$ cat config.mk
export PLATFORM = sky130hd
export DESIGN_NAME = spi_master
export DESIGN_NICKNAME = d
export VERILOG_FILES = /design/src/rtl/spi_master.sv
export SDC_FILE = /design/constraint.sdc
export NUM_CORES = 1
export LEC_CHECK = 0
export CAP_MARGIN = 20
export CELL_PAD_IN_SITES_DETAIL_PLACEMENT = 0
export CELL_PAD_IN_SITES_GLOBAL_PLACEMENT = 1
export CORE_ASPECT_RATIO = 0.75
export CORE_MARGIN = 5
export CORE_UTILIZATION = 40
export CTS_BUF_LIST = sky130_fd_sc_hd__clkbuf_2
export CTS_CLUSTER_SIZE = 24
export DETAILED_ROUTE_END_ITERATION = 7
export HOLD_SLACK_MARGIN = 0.08
export PLACE_DENSITY_LB_ADDON = 0.1
export SKIP_CTS_REPAIR_TIMING = 1
export SLEW_MARGIN = 20
export SYNTH_ARGS = -nofsm -noshare
export SYNTH_HDL_FRONTEND = slang
export SYNTH_SLANG_ARGS = --single-unit
$ cat constraint.sdc
create_clock -name clk -period 1.8 [get_ports clk]
set_input_delay 0.36 -clock clk [delete_from_list [all_inputs] [get_ports clk]]
set_output_delay 0.36 -clock clk [all_outputs]
set_load 0.005 [all_outputs]
$ cat src/rtl/spi_master.sv
// SPI mode-0 bus master: MSB-first serdes with programmable SCLK divider and burst nCS hold.
// Optional SPI_MASTER_LATE_SAMPLE_EN moves MISO sampling to the last clk of each SCLK-high phase.
module spi_master #(
  parameter int n   = 8,
  parameter int div = 4
) (
  input  logic         clk,
  input  logic         nrst,
  input  logic [n-1:0] in,
  input  logic         clki,
  input  logic         cont,
  output logic [n-1:0] out,
  output logic         clko,
  output logic         busy,
  output logic         MOSI,
  input  logic         MISO,
  output logic         SCLK,
  output logic         nCS
);

  localparam int BIT_W = $clog2(n + 1);
  localparam int DIV_W = $clog2(div + 1);

  typedef enum logic [2:0] {
    S_IDLE,
    S_LEAD,
    S_HIGH,
    S_LOW,
    S_TAIL,
    S_WAIT,
    S_GAP
  } state_t;

  state_t           state_q, state_d;
  logic [DIV_W-1:0] div_cnt_q, div_cnt_d;
  logic [BIT_W-1:0] bit_cnt_q, bit_cnt_d;
  logic [n-1:0]     tx_q, tx_d;
  logic [n-1:0]     rx_q, rx_d;
  logic [n-1:0]     out_q, out_d;
  logic             cont_q, cont_d;
  logic             sclk_q, sclk_d;
  logic             ncs_q, ncs_d;
  logic             busy_q, busy_d;
  logic             clko_q, clko_d;

  logic phase_end;
  logic accept;
  logic sample;

  assign phase_end = (div_cnt_q == DIV_W'(div - 1));
  assign accept    = clki && (state_q == S_IDLE || state_q == S_WAIT);

`ifdef SPI_MASTER_LATE_SAMPLE_EN
  assign sample = (state_q == S_HIGH) && phase_end;
`else
  assign sample = (state_q == S_LEAD || state_q == S_LOW) && phase_end;
`endif

  always_comb begin
    // NOTE: every variable gets its hold value first so no path through the case infers a latch.
    state_d   = state_q;
    div_cnt_d = div_cnt_q;
    bit_cnt_d = bit_cnt_q;
    tx_d      = tx_q;
    rx_d      = rx_q;
    out_d     = out_q;
    cont_d    = cont_q;
    sclk_d    = sclk_q;
    ncs_d     = ncs_q;
    busy_d    = busy_q;
    clko_d    = 1'b0;

    // Timed phases restart the divider on every phase boundary.
    if (state_q inside {S_LEAD, S_HIGH, S_LOW, S_TAIL, S_GAP})
      div_cnt_d = phase_end ? '0 : div_cnt_q + 1'b1;

    case (state_q)
      S_IDLE: ;
      S_WAIT: begin
        if (!clki && !cont) begin
          ncs_d   = 1'b1;
          busy_d  = 1'b1;
          state_d = S_GAP;
        end
      end
      S_LEAD, S_LOW: begin
        if (phase_end) begin
          state_d   = S_HIGH;
          sclk_d    = 1'b1;
          bit_cnt_d = bit_cnt_q + 1'b1;
        end
      end
      S_HIGH: begin
        if (phase_end) begin
          sclk_d = 1'b0;
          if (bit_cnt_q == BIT_W'(n)) begin
            state_d = S_TAIL;
          end else begin
            state_d = S_LOW;
            tx_d    = {tx_q[n-2:0], 1'b0};
          end
        end
      end
      S_TAIL: begin
        if (phase_end) begin
          clko_d = 1'b1;
          out_d  = rx_q;
          if (cont_q) begin
            state_d = S_WAIT;
            busy_d  = 1'b0;
          end else begin
            state_d = S_GAP;
            ncs_d   = 1'b1;
          end
        end
      end
      S_GAP: begin
        if (phase_end) begin
          state_d = S_IDLE;
          busy_d  = 1'b0;
        end
      end
      default: state_d = S_IDLE;
    endcase

    if (sample)
      rx_d = {rx_q[n-2:0], MISO};

    // A burst continuation from WAIT starts exactly like a fresh word, minus the nCS edge.
    if (accept) begin
      state_d   = S_LEAD;
      tx_d      = in;
      cont_d    = cont;
      busy_d    = 1'b1;
      ncs_d     = 1'b0;
      rx_d      = '0;
      bit_cnt_d = '0;
      div_cnt_d = '0;
    end
  end

  // NOTE: state registers use non-blocking assignments so all flops update from pre-edge values.
  always_ff @(posedge clk or negedge nrst) begin
    if (!nrst) begin
      state_q   <= S_IDLE;
      div_cnt_q <= '0;
      bit_cnt_q <= '0;
      tx_q      <= '0;
      rx_q      <= '0;
      out_q     <= '0;
      cont_q    <= 1'b0;
      sclk_q    <= 1'b0;
      ncs_q     <= 1'b1;
      busy_q    <= 1'b0;
      clko_q    <= 1'b0;
    end else begin
      state_q   <= state_d;
      div_cnt_q <= div_cnt_d;
      bit_cnt_q <= bit_cnt_d;
      tx_q      <= tx_d;
      rx_q      <= rx_d;
      out_q     <= out_d;
      cont_q    <= cont_d;
      sclk_q    <= sclk_d;
      ncs_q     <= ncs_d;
      busy_q    <= busy_d;
      clko_q    <= clko_d;
    end
  end

  assign out  = out_q;
  assign clko = clko_q;
  assign busy = busy_q;
  assign MOSI = tx_q[n-1];
  assign SCLK = sclk_q;
  assign nCS  = ncs_q;

endmodule

==> reports/metrics.cfg <==
[outcome]
status = finished, final reports clean

[clocking]
ctsRootBufferMaster = clkbuf_2
clock_path_buffers = 2
insertion_delay_ns = 0.39
tritoncts = yes
cts_sinks = 39
cts_made_buffers = 5
path_clk_slew_ns = 0.21
htree_levels = 2

[placement]
gp_congestion = 0.809
dpl_cell_area_mm2 = 0.00240
numPortBuffers = 25
hpwl_um = 3120

[routing]
postRouteAntennaNets = 0
drtIter0Drc = 49
wl_per_cell_um = 14.6
post-route-drc-count = 0
drtPass1Iterations = 4
num_vias = 1573
wl_um = 4320
vias_per_cell = 5.33

[synthesis]
netlist_instances = 192
synth.area.top_cells = dfrtp_1 48%, nand2_1 6.2%, mux2_2 5.1%
synth_top_area_share_pct = 47.9
synth_seq_cells = 39
async_reset_ff_share_pct = 100
syn_area_mm2 = 0.00198
ys.warnings.count = 0
synth-edff-count = 0
postSynthAreaPerCell_um2 = 10.3
ys_types = 50
ys.flop_type = dfrtp_1
yosys.area.top_type = dfrtp_1
syn-num-nets = 208
ys_seq_area_share_pct = 49.3

[die]
die_w_um = 91.3
initial_core_util_pct = 40.9
die_area_mm2 = 0.00648
die_h_um = 71.0
core_area_mm2 = 0.00484
pin_count = 26
num_rows = 22

[finish]
final_area_mm2 = 0.00254
ff_latch_area_um2 = 977
multi_input_area_um2 = 925
diodes = 0
drive_gt1_share_pct = 21.7
finalNetCount = 250
n_fill_cell = 422
area_delta_synth_final_pct = 27.9

[critical_path]
end_kind = flop
reg2reg_slack_ns = 0.11
max_stage_delay_ns = 0.45
cp_data_arrival_time_ns = 1.98
crit_buf_inv = 1
slowest_stage = dfrtp_1
ff2ff_path_depth = 5
cp_max_fo = 7
critPathLaunchType = flop
cp.depth = 5
cp.required_ns = 2.09
crit_type = reg2reg
path_delay_family = simple AND/OR/NAND/NOR gates
critical_path.cell_chain = inv_1 -> ha_1 -> nand3b_1 -> and3_1 -> a221o_1

[global_routing]
grt_overflow_total = 0
grt_max_degree = 22
grt_pass1_vias = 1628
grt_pass1_wl_um = 7520
grt_use_total_pct = 14.2
antenna_found_initial = 0

[power_and_ir_drop]
power.leakage_nw = 1.14
power_density_mw_per_mm2 = 1540
vdd_ir_drop_max_v = 0.000673

[sta]
clock_skew_ns = 0.0135
slew_headroom_pct = 67.3
fmax_mhz = 593
period_share_pct = 93.7
rsz0062_at_grt = false
tns_ns = 0
slew_violations = 0
period_minus_slack_ns = 1.69
final_hold_viol_count = 0
worst_slew_pin_slew_ns = 0.490
setup_viol = 0

[run]
maxCapViolations = 0

[min_path]
hold_path.class = in2async

==> flip-flops by register name, summed over array words and instances (netlist names) <==
register   count
SCLK           1
bit_cnt_q      4
busy           1
clko           1
cont_q         1
div_cnt_q      3
nCS            1
out            8
rx_q           8
state_q        3
tx_q           8
==> cells in the final DEF, fill, tap and decap left out, drive strengths merged, types with 2 or more instances in the layout <==
master / count
a21oi: 17
clkbuf: 6
bufinv: 2
nor3: 6
o211ai: 2
a311o: 2
clkdlybuf4s50: 23
dfrtp: 38
inv: 6
nor2b: 4
nand3: 5
nand2: 33
o21ai: 5
nor3b: 2
nor2: 6
mux2: 9
nand2b: 2
and3: 7
ha: 3
a221o: 6
buf: 23
xor2: 2
xnor2: 2
==> where the power goes <==
group	leakage, nW	internal (mW)	switching [mW]	total [mW]
sequential	0.502	1.20	0.267	1.47
clock	0.0532	0.380	0.296	0.676
combinational	0.584	0.946	0.808	1.75
==> synthesized netlist by cell type (all sizes together) (2+ instances only) <==
cell type	count
nor2b	4
o211ai	2
nand2	33
nand3	5
o21ai	5
ha	3
nor3b	2
nor2	6
and3	7
mux2	9
nand2b	2
xnor2	2
inv	6
a311o	2
a21oi	17
a221o	6
buf	12
nor3	6
xor2	2
dfrtp	38
==> kinds of logic after synthesis <==
logic type / after synthesis / synth area share [%]
multiplexers: 10 / 5.62
flip-flops: 39 / 49.3
AND/OR/NAND/NOR: 70 / 18.6
AO/OA/AOI/OAI: 47 / 17.6
adder cells (fa/ha/maj): 3 / 1.89
buffers and inverters: 19 / 5.24
XOR/XNOR: 4 / 1.77
==> layer usage <==
metal / vias up / track usage [%] / part of all wire, %
li1: 766 / - / -
met5: - / 0 / 0
met3: 5 / 3.93 / 3.4
met4: 0 / 4.07 / 0.69
met2: 25 / 22.3 / 46
met1: 777 / 19.3 / 50
==> final timing paths <==
path | startpoint | endpoint
max | bit_cnt_q[1] | tx_q[4]
max reg2reg | bit_cnt_q[1] | tx_q[4]
min | nrst | div_cnt_q[1]
max in group asynchronous | nrst | rx_q[7]
min in group clk | in[0] | tx_q[0]
min reg2reg | tx_q[4] | tx_q[5]
==> layout make-up <==
class	count	share of cell area (%)
Clock buffer	6	1.18
Tap cell	60	2.96
Timing Repair Buffer	48	17.7
Clock inverter	2	2.37
Sequential cell	39	38.5
Inverter	6	0.888
Multi-Input combinational cell	134	36.4
==> metrics by stage <==
stage	cells	hold WS [ns]	power [mW]	utilization [%]	worst slack, ns
after floorplan	192	0.0644	2.37	-	0.182
after global placement	284	0.354	3.11	49.5	-0.0970
after detailed placement	284	0.362	3.16	49.5	-0.160
after CTS	292	-0.111	3.85	51.3	-0.0519
after global routing	295	0.460	4.19	52.4	0.0107
final	295	0.425	3.90	52.4	0.114
No activity file was read; power rests on OpenSTA's default activity.
